$ cat config.mk
export PLATFORM = sky130hd
export DESIGN_NAME = cache_refill_ctrl
export DESIGN_NICKNAME = d
export VERILOG_FILES = /design/src/rtl/cache_refill_ctrl.sv
export SDC_FILE = /design/constraint.sdc
export NUM_CORES = 1
export LEC_CHECK = 0
export BUFFER_PORTS_ARGS = -buffer_cell sky130_fd_sc_hd__buf_2
export CELL_PAD_IN_SITES_DETAIL_PLACEMENT = 2
export CELL_PAD_IN_SITES_GLOBAL_PLACEMENT = 2
export CORE_AREA = 2 2 126 128
export DETAILED_ROUTE_END_ITERATION = 16
export DIE_AREA = 0 0 128 130
export PLACE_DENSITY_LB_ADDON = 0.1
export SETUP_SLACK_MARGIN = 0.02
export SLEW_MARGIN = 20
export SYNTH_ARGS = -nofsm -noshare
export SYNTH_HDL_FRONTEND = slang
export SYNTH_SLANG_ARGS = --single-unit
$ cat constraint.sdc
create_clock -name clk -period 3.4 [get_ports clk]
set_input_delay 0.34 -clock clk [delete_from_list [all_inputs] [get_ports clk]]
set_output_delay 0.34 -clock clk [all_outputs]
set_load 0.05 [all_outputs]
$ cat src/rtl/cache_refill_ctrl.sv
`default_nettype none
// ============================================================================
//  Module   : cache_refill_ctrl
//  Purpose  : Cache miss handler: dirty-victim write-back, then word-by-word
//             line fetch streamed into the cache fill port.
//  Revision : 1.0 - initial release
// ============================================================================
module cache_refill_ctrl #(
    parameter int ADDR_WIDTH     = 32,
    parameter int DATA_WIDTH     = 32,
    parameter int WORDS_PER_LINE = 4,
    localparam int IW            = $clog2(WORDS_PER_LINE)
) (
    input  logic                  clk,
    input  logic                  rst_n,
    input  logic                  miss_req_i,
    input  logic [ADDR_WIDTH-1:0] miss_addr_i,
    input  logic                  victim_dirty_i,
    input  logic [ADDR_WIDTH-1:0] victim_addr_i,
    input  logic [DATA_WIDTH-1:0] victim_data_i,
    output logic [IW-1:0]         victim_idx_o,
    output logic                  fill_we_o,
    output logic [IW-1:0]         fill_idx_o,
    output logic [DATA_WIDTH-1:0] fill_data_o,
    output logic                  miss_done_o,
    output logic                  busy_o,
    output logic                  mem_req_o,
    output logic                  mem_we_o,
    output logic [ADDR_WIDTH-1:0] mem_addr_o,
    output logic [DATA_WIDTH-1:0] mem_wdata_o,
    input  logic                  mem_ready_i,
    input  logic                  mem_rvalid_i,
    input  logic [DATA_WIDTH-1:0] mem_rdata_i
);

    localparam int                    OFS       = IW + 2;
    localparam logic [ADDR_WIDTH-1:0] LINE_MASK = ~((ADDR_WIDTH'(1) << OFS) - ADDR_WIDTH'(1));
    localparam logic [IW-1:0]         LAST_K    = IW'(WORDS_PER_LINE - 1);

    typedef enum logic [2:0] {
        S_IDLE  = 3'd0,
        S_WB    = 3'd1,
        S_FREQ  = 3'd2,
        S_FWAIT = 3'd3,
        S_DONE  = 3'd4
    } state_t;

    state_t                state_q,       state_d;
    logic [IW-1:0]         k_q,           k_d;
    logic [ADDR_WIDTH-1:0] line_base_q,   line_base_d;
    logic [ADDR_WIDTH-1:0] victim_base_q, victim_base_d;
    logic                  fill_we_q,     fill_we_d;
    logic [IW-1:0]         fill_idx_q,    fill_idx_d;
    logic [DATA_WIDTH-1:0] fill_data_q,   fill_data_d;
    logic [ADDR_WIDTH-1:0] word_ofs;

    // Bases are line aligned, so OR-ing in the word offset never carries.
    assign word_ofs = {{(ADDR_WIDTH-OFS){1'b0}}, k_q, 2'b00};

    always_ff @(posedge clk or negedge rst_n) begin
        if (!rst_n) begin
            state_q       <= S_IDLE;
            k_q           <= '0;
            line_base_q   <= '0;
            victim_base_q <= '0;
            fill_we_q     <= 1'b0;
            fill_idx_q    <= '0;
            fill_data_q   <= '0;
        end else begin
            state_q       <= state_d;
            k_q           <= k_d;
            line_base_q   <= line_base_d;
            victim_base_q <= victim_base_d;
            fill_we_q     <= fill_we_d;
            fill_idx_q    <= fill_idx_d;
            fill_data_q   <= fill_data_d;
        end
    end

    always_comb begin
        state_d       = state_q;
        k_d           = k_q;
        line_base_d   = line_base_q;
        victim_base_d = victim_base_q;
        fill_we_d     = 1'b0;
        fill_idx_d    = fill_idx_q;
        fill_data_d   = fill_data_q;
        mem_req_o     = 1'b0;
        mem_we_o      = 1'b0;
        mem_addr_o    = '0;
        mem_wdata_o   = '0;
        victim_idx_o  = '0;

        case (state_q)
            S_IDLE: begin
                if (miss_req_i) begin
                    line_base_d   = miss_addr_i & LINE_MASK;
                    victim_base_d = victim_addr_i & LINE_MASK;
                    k_d           = '0;
                    state_d       = victim_dirty_i ? S_WB : S_FREQ;
                end
            end
            S_WB: begin
                mem_req_o    = 1'b1;
                mem_we_o     = 1'b1;
                mem_addr_o   = victim_base_q | word_ofs;
                mem_wdata_o  = victim_data_i;
                victim_idx_o = k_q;
                if (mem_ready_i) begin
                    if (k_q == LAST_K) begin
                        k_d     = '0;
                        state_d = S_FREQ;
                    end else begin
                        k_d = k_q + IW'(1);
                    end
                end
            end
            S_FREQ: begin
                mem_req_o  = 1'b1;
                mem_addr_o = line_base_q | word_ofs;
                if (mem_ready_i) begin
                    state_d = S_FWAIT;
                end
            end
            S_FWAIT: begin
                // Fill port is registered: the write lands one cycle after rvalid.
                if (mem_rvalid_i) begin
                    fill_we_d   = 1'b1;
                    fill_idx_d  = k_q;
                    fill_data_d = mem_rdata_i;
                    if (k_q == LAST_K) begin
                        k_d     = '0;
                        state_d = S_DONE;
                    end else begin
                        k_d     = k_q + IW'(1);
                        state_d = S_FREQ;
                    end
                end
            end
            S_DONE: begin
                state_d = S_IDLE;
            end
            default: begin
                state_d = S_IDLE;
            end
        endcase
    end

    assign fill_we_o   = fill_we_q;
    assign fill_idx_o  = fill_idx_q;
    assign fill_data_o = fill_data_q;
    assign miss_done_o = (state_q == S_DONE);
    assign busy_o      = (state_q != S_IDLE);

endmodule
`default_nettype wire

==> Yosys cells after proc, flatten, opt, wreduce, memory -nomap -nowiden <==
Index checks and enable logic that the tools add are counted.
{ "word_totals": {"ff_bits": 96, "input_bits": 134, "output_inout_bits": 105, "word_cells": 48} }
{ "op_classes": {"n_addsub": 1, "n_eq_ne": 10, "mux": 20, "bitwise_logic": 2, "reduce_logical": 8} }
{ "op_table": {"columns": ["cell", "count"], "rows": [
  ["bitwise OR 32 x 4 -> 32 bit", 2],
  ["case mux 32 bit (2 select lines)", 1],
  ["2-to-1 mux 32 bit", 1],
  ["2-to-1 mux 3 bit", 6],
  ["2-to-1 mux 2 bit", 6],
  ["case mux 3 bit (4 select lines)", 1],
  ["inequality test 2 bit, second input constant", 5],
  ["== test 3 x 2 -> 1 bit, second input constant", 2],
  ["case mux 2 bit (3 select lines)", 1],
  ["nonzero test 3 bit", 2],
  ["AND reduction 5 bit", 1],
  ["2-to-1 mux 1 bit", 4],
  ["AND reduction 2 bit", 2],
  ["AND reduction 4 bit", 1],
  ["== test 3 x 1 -> 1 bit, second input constant", 1],
  ["== test 3 bit, second input constant", 1],
  ["zero test 3 bit", 1],
  ["adder 2 x 1 -> 2 bit, second input constant", 1],
  ["== test 2 bit, second input constant", 1],
  ["OR reduction 2 bit", 1]
]} }

==> Logic depth before layout (Yosys ltp) <==
Gate-level depths: netlist of run 1.
{ "logic_depth": {"ltp_word": 4, "mapped_depth": 5, "mapped_depth_nobuf": 4} }

==> Worst setup path before layout of run 1 <==
OpenSTA, ideal clock, no wires.
{ "synth_path": {"path_type": "register to output", "startpoint": "register state_q[1]", "endpoint": "output miss_done_o", "arrival_ps": 1703, "required_time_ps": 3060, "slack_ps": 1357, "path_stages_with_launch": 3, "path_buffers": 1, "path_cell_list": "dfrtp_1 buf_2 nor3b_1"} }
{ "synth_between": {"elab_chain_cells": 1} }
{ "synth_lines": {"columns": ["item", "line_no", "source"], "rows": [
  ["start: declaration", "48", "state_t state_q, state_d;"],
  ["start signal: assignment", "70", "state_q <= state_d;"],
  ["== test 3 bit", "152", "assign miss_done_o = (state_q == S_DONE);"],
  ["end: declaration", "25", "output logic miss_done_o,"]
]} }
Every way passes these cells.

==> Worst setup path in the final report of run 1 <==
{ "layout_path": {"startpoint": "register state_q[1]", "endpoint": "output mem_addr_o[30]"} }
{ "layout_between": {"elab_chain_cells": 2, "word_cells_on_any_way": 3, "classes_between": "2 x eq/ne; 1 x mux"} }
{ "layout_lines": {"columns": ["item", "line_no", "source"], "rows": [
  ["== test 3 x 2 -> 1 bit or == test 3 x 1 -> 1 bit (tied branches)", "94", "case (state_q)"],
  ["case mux 32 bit (2 select lines) (*)", "94", null],
  ["end: declaration", "29", "output logic [ADDR_WIDTH-1:0] mem_addr_o,"]
]} }
Every way passes the cells marked *; elsewhere a longest branch is shown, timed or not.

==> results.json, run 1 <==
{
  "cts_buffers": 9,
  "timing.max_cap.violations": 0,
  "synth_warnings": 0,
  "grt_pass1_wl_um": 21110,
  "whs_ns": -0.02384,
  "yosysUniqueCellTypes": 36,
  "post_synth.cell_area_avg_um2": 14.53,
  "power_switching_share_pct": 49.84,
  "power_switching_mw": 3.552,
  "power_frac_comb_pct": 57.6,
  "die_area_um2": 16640,
  "hold_path_class": "input pin to asynchronous set/reset pin",
  "clock_insertion_delay_worst_skew_ns": 0.35,
  "cts.sinks": 96,
  "post_synth_fa_ha_maj_area_fraction_pct": 0.2796,
  "final_min_period_over_clock_period_pct": 73.62,
  "outcome": "complete, but fails checks",
  "grt_util_all_layers_pct": 16.46,
  "synth_top_area_cell": "sky130_fd_sc_hd__dfrtp_1",
  "setup-tns-final_ns": 0,
  "critical_path.startpoint": "state_q[1]",
  "cts.repair_timing.setup_buffer_count": 0,
  "power_density_nw_per_um2": 1189,
  "die_w_um": 128,
  "worst_slack_ns": 0.8969,
  "cell_internal_pwr_mw": 3.575,
  "worst_slew_pin_slew_ns": 0.7151,
  "yosysSeqAreaShare_pct": 53.69,
  "rsz0062_at_grt": "false",
  "routedWlPerCell_um": 18.64,
  "worstPathMaxFanout": 31,
  "cts_root_buffer": "sky130_fd_sc_hd__clkbuf_16",
  "timing.fmax_ghz": 0.3995,
  "gpl_wtd_cong": 0.6922,
  "crit_path_kind": "flip-flop to output pin",
  "placed_cells": 711,
  "worst_ep_required_time_ns": 3.06,
  "instances_no_fill": 727,
  "number_of_antenna_diodes": 0,
  "synth_edf_count": 0,
  "grt.overflow.total": 0,
  "drc": 0,
  "cts_resized": 0,
  "vias": 3457,
  "yosysTopAreaCellShare_pct": 53.69,
  "clkTransAtPathRegs_ns": 0.06,
  "worst_r2r_startpoint": "state_q[0]",
  "top_cells_by_area_in_the_synthesized_netlist": "sky130_fd_sc_hd__dfrtp_1 (54%), sky130_fd_sc_hd__mux2_4 (13%), sky130_fd_sc_hd__mux2_2 (13%)",
  "num_rows": 46,
  "routed_wl_um": 13550,
  "final_layout_size_suffix_gt1_share_pct": 64.86,
  "clock_tree_from_tritoncts": "done",
  "relSlewSlack_pct": 52.26,
  "synthesis.area_um2": 4474,
  "grt_start_max_net_pins": 57,
  "critPathLaunchType": "flip-flop",
  "vdd.ir_drop.worst_mv": 0.4450,
  "synth_xor_area_share_pct": 0,
  "post_synth_simple_gate_area_pct": 6.907,
  "cts-htree-levels": 3,
  "hold_buffers": 0,
  "io_buffers": 228,
  "ant_nets": 0,
  "postSynth.topFlopCell": "sky130_fd_sc_hd__dfrtp_1",
  "design.core.area_um2": 15420,
  "clock_skew_ns": 0.008374,
  "post_dp_cell_area_um2": 5718,
  "number_of_buffers_on_the_longest_clock_path": 2,
  "largest_family_of_logic_cells_by_synthesized_area": "multiplexers",
  "final_cell_area_um2": 5993,
  "timing.critical_path.arrival_ns": 2.16,
  "ioPinCount": 239,
  "postSynthCellCount": 308,
  "fin_crit_ns": 2.503,
  "layout_area_growth_over_synthesis_pct": 33.95,
  "power_leakage_nw": 3.175,
  "drtIter0Drc": 126,
  "synth_most_common_cell": "sky130_fd_sc_hd__dfrtp_1",
  "floorplan.initialDensity_pct": 29.01,
  "place_ws_ns": 0.9485,
  "report.final.hold_viol_count": 6,
  "final_nets": 665,
  "synth-async-reset-ratio_pct": 100.0,
  "p_clk_share_pct": 13.6,
  "setup.worst_path.end_class": "output pin",
  "die_outline_height_um": 130,
  "place.detailed.hpwl_um": 9760,
  "synth_top_cells_by_count": "sky130_fd_sc_hd__dfrtp_1 (96), sky130_fd_sc_hd__mux2_2 (51), sky130_fd_sc_hd__mux2_4 (40)",
  "grt_pass1_vias": 3805,
  "setup_violations": 0,
  "firstDrtPassIters": 4,
  "synth_seq_cells": 96,
  "synth_mux_area_share_pct": 26.71,
  "drt-vias-per-instance": 4.755,
  "timing_max_transition_violations_final": 0,
  "violations": "negative hold slack",
  "power.share.sequential_pct": 28.9,
  "number_of_antenna_violations_at_the_first_check_in_global_routing": 1,
  "fraction_of_the_mapped_netlist_area_in_compound_gates_pct": 7.159
}
-- cells by family (layout without fill, tap and decap cells) --
family	after synthesis	in the layout
buffers and inverters	29	255
flip-flops	96	96
AND/OR/NAND/NOR	50	50
multiplexers	93	93
adder cells (fa/ha/maj)	1	1
other	1	2
AO/OA/AOI/OAI	38	38
-- cells in the final DEF, fill, tap and decap left out, types with 2 or more instances in the layout --
master	n
sky130_fd_sc_hd__mux2_4	40
sky130_fd_sc_hd__dfrtp_1	96
sky130_fd_sc_hd__clkinvlp_4	2
sky130_fd_sc_hd__mux2i_1	2
sky130_fd_sc_hd__mux2_2	51
sky130_fd_sc_hd__a211oi_1	2
sky130_fd_sc_hd__o21a_1	2
sky130_fd_sc_hd__conb_1	2
sky130_fd_sc_hd__inv_1	3
sky130_fd_sc_hd__nor3_1	2
sky130_fd_sc_hd__nand2_1	3
sky130_fd_sc_hd__a22o_1	28
sky130_fd_sc_hd__clkbuf_1	2
sky130_fd_sc_hd__buf_2	227
sky130_fd_sc_hd__buf_4	7
sky130_fd_sc_hd__clkbuf_16	9
sky130_fd_sc_hd__and3_1	33
-- final timing paths --
kind	end	slack, ns	cells past startpoint
max in group asynchronous	fill_data_o[21]	2.57	2
min in group clk	victim_base_q[10]	0.22	2
worst min register to register	fill_data_o[30]	0.51	1
worst max-delay path	mem_addr_o[30]	0.90	5
worst min-delay path	fill_data_o[26]	-0.02	1
worst max register to register	fill_data_o[19]	1.00	5
-- power groups by stage --
| stage | Clock, mW | Sequential [mW] | Combinational [mW] |
|---|---|---|---|
| 6_report | 0.968 | 2.06 | 4.10 |
| 5_1_grt | 1.06 | 2.15 | 4.34 |
| 4_1_cts | 1.01 | 2.07 | 4.16 |
| 3_5_place_dp | 0 | 2.08 | 4.15 |
| 3_3_place_gp | 0 | 2.03 | 4.08 |
| 2_1_floorplan | 0 | 2.72 | 2.56 |
-- critical path, stage by stage, from the launching register on --
cell	delay [ns]
sky130_fd_sc_hd__dfrtp_1	0.57
sky130_fd_sc_hd__inv_1	0.13
sky130_fd_sc_hd__nor3_2	0.19
sky130_fd_sc_hd__buf_4	0.41
sky130_fd_sc_hd__a22o_1	0.23
sky130_fd_sc_hd__buf_2	0.28
-- per-stage QoR --
step | utilization (%) | hold WS, ns | power, mW
2_1_floorplan | - | 0.04441 | 5.280
3_3_place_gp | 37.07 | 0.3798 | 6.112
3_5_place_dp | 37.07 | 0.3893 | 6.233
4_1_cts | 38.85 | 0.01206 | 7.239
5_1_grt | 38.85 | 0.03621 | 7.539
6_report | 38.85 | -0.02384 | 7.127
-- layout make-up --
class,instances,area [µm²]
clock buffer,12,246.5
clock inverter,4,28.78
fill,1653,9432
inverter,4,15.01
multi-input combinational,184,1852
sequential,96,2402
tap,192,240.2
timing repair buffer,235,1209
-- sequential cells by signal, indices dropped and copies added, names as in the netlist --
register	cells
line_base_q	28
state_q	3
victim_base_q	28
fill_idx_o	2
fill_we_o	1
fill_data_o	32
k_q	2
-- metal layers --
layer,vias to the layer above,share of wire (%),global-route usage (%)
met4,2,1.2,5.624
met2,127,51,29.10
met3,13,7.3,4.920
li1,1557,-,-
met1,1758,40,19.15
met5,-,0.074,0
Power figures use the tool's default switching activity.
==> inputs of run 2 (changes only) <==
Settings changed: CORE_AREA 2 2 126 128 to 2 2 130 132, DIE_AREA 0 0 128 130 to 0 0 132 134.
Clock period 3.4 ns to 2.32 ns, I/O delays scaled along.
==> results.json, run 2 (same netlist as run 1, synthesis figures left out) <==
{
  "outcome": "completed",
  "fin_crit_ns": 2.127,
  "num_rows": 47,
  "setup_violations": 0,
  "mostFrequentLayoutCell": "sky130_fd_sc_hd__buf_2",
  "number_of_antenna_violations_at_the_first_check_in_global_routing": 0,
  "firstDrtPassIters": 4,
  "final_layout_size_suffix_gt1_share_pct": 65.24,
  "number_of_antenna_diodes": 0,
  "timing_max_transition_violations_final": 0,
  "vdd.ir_drop.worst_mv": 0.4919,
  "die_w_um": 132,
  "die_area_um2": 17690,
  "totalPowerFinal_mw": 10.58,
  "cts-htree-levels": 3,
  "cts_root_buffer": "sky130_fd_sc_hd__clkbuf_16",
  "final_min_period_over_clock_period_pct": 91.69,
  "power_leakage_nw": 3.223,
  "drc": 0,
  "ant_nets": 0,
  "design.core.area_um2": 16290,
  "clkTransAtPathRegs_ns": 0.07,
  "most-common-layout-cells": "sky130_fd_sc_hd__buf_2 (227), sky130_fd_sc_hd__dfrtp_1 (95), sky130_fd_sc_hd__mux2_2 (51)",
  "setup.worst_path.end_class": "output pin",
  "io_buffers": 228,
  "finish.utilization_pct": 37.61,
  "cts_buffers": 9,
  "grt.overflow.total": 0,
  "instances_no_fill": 758,
  "cpPeakStageDelay_ns": 0.48,
  "final_cell_area_um2": 6127,
  "worstPathCellList": "inv_1 -> nor3_2 -> buf_12 -> a22o_1 -> buf_2",
  "report.final.hold_viol_count": 0,
  "grt_pass1_wl_um": 21130,
  "hold_path_class": "input pin to flip-flop",
  "routedWlPerCell_um": 17.54,
  "placed_cells": 742,
  "drt-vias-per-instance": 4.520,
  "clock_insertion_delay_worst_skew_ns": 0.34,
  "clock_tree_from_tritoncts": "done",
  "clock_skew_ns": 0.007483,
  "post_dp_cell_area_um2": 5826,
  "rsz0062_at_grt": "false",
  "grt_util_all_layers_pct": 15.27,
  "slowest_library_cell_on_the_worst_path": "sky130_fd_sc_hd__dfrtp_1",
  "grt_start_max_net_pins": 70,
  "layout_area_growth_over_synthesis_pct": 36.94,
  "place.detailed.hpwl_um": 9745,
  "vias": 3426,
  "timing.fmax_ghz": 0.4701,
  "power_density_nw_per_um2": 1726,
  "number_of_buffers_on_the_longest_clock_path": 2,
  "ioPinCount": 239,
  "worstPathMaxFanout": 31,
  "drtIter0Drc": 79,
  "routed_wl_um": 13300,
  "largest_register_ff_count": 32,
  "crit_path_kind": "flip-flop to output pin",
  "timing.max_cap.violations": 0,
  "critPathLaunchType": "flip-flop",
  "die_outline_height_um": 134,
  "cts.sinks": 96,
  "timing.critical_path.arrival_ns": 1.90,
  "setup-tns-final_ns": 0,
  "final_nets": 669,
  "worst_ep_required_time_ns": 2.09,
  "gpl_wtd_cong": 0.7164,
  "grt_pass1_vias": 3940,
  "floorplan.initialDensity_pct": 27.47
}
-- run 2: area by class of cell --
cell class	count	area [µm²]
Fill cell	1769	10160
Sequential cell	96	2404
Multi-Input combinational cell	184	1852
Timing Repair Buffer	239	1295
Tap cell	220	275.3
Clock buffer	10	229.0
Clock inverter	5	57.56
Inverter	4	15.01
-- run 2: path summary, 6_finish.rpt --
| kind | from | end | slack (ns) | cells after the start |
|---|---|---|---|---|
| worst min-delay path | victim_addr_i[17] | victim_base_q[17] | 0.12 | 2 |
| worst max-delay path | state_q[1] | mem_addr_o[30] | 0.19 | 5 |
| min in group asynchronous | rst_n | fill_data_o[19] | 0.38 | 2 |
| worst min register to register | fill_data_o[4] | fill_data_o[4] | 0.50 | 1 |
| worst max register to register | state_q[0] | line_base_q[11] | 0.49 | 4 |
| max in group asynchronous | rst_n | fill_data_o[9] | 1.22 | 3 |
-- run 2: routing by layer --
layer / GRT usage [%] / wire (µm) / up-vias / share of wire [%]
li1: - / - / 1561 / -
met2: 27.11 / 6878 / 150 / 52
met4: 4.348 / 131 / 0 / 0.99
met5: 0 / 0 / - / 0
met3: 4.649 / 976 / 7 / 7.3
met1: 17.84 / 5310 / 1708 / 40
-- run 2: what timing repair did --
| item | 4_1_cts | 5_1_grt |
|---|---|---|
| setup buffers | 0 | 0 |
| endpoints found under the setup margin | 0 | 19 |
| gates resized for setup | 0 | 2 |
| hold buffers | 1 | 0 |
| hold endpoints to repair | 27 | 0 |
-- run 2: worst max-delay path, delay by kind of cell, from the launching register on --
kind            cells  cell delay, ns
simple gates        1            0.27
buf+inv             3            0.64
compound gates      1            0.17
flops               1            0.48
-- run 2: where the power goes --
group | leakage, nW | internal (mW) | switching [mW] | total [mW]
sequential | 1.15 | 2.51 | 0.486 | 3.00
combinational | 1.93 | 2.05 | 4.05 | 6.11
clock | 0.143 | 0.833 | 0.639 | 1.47
total | 3.22 | 5.40 | 5.18 | 10.6
-- run 2: through the flow --
step / setup WS (ns) / hold WS (ns)
global placement: 0.4612 / 0.1827
CTS: 0.07529 / 0.09587
floorplan: 0.3852 / -0.06359
finish: 0.1928 / 0.1169
detailed placement: 0.4260 / 0.1877
global route: 0.04314 / 0.09944
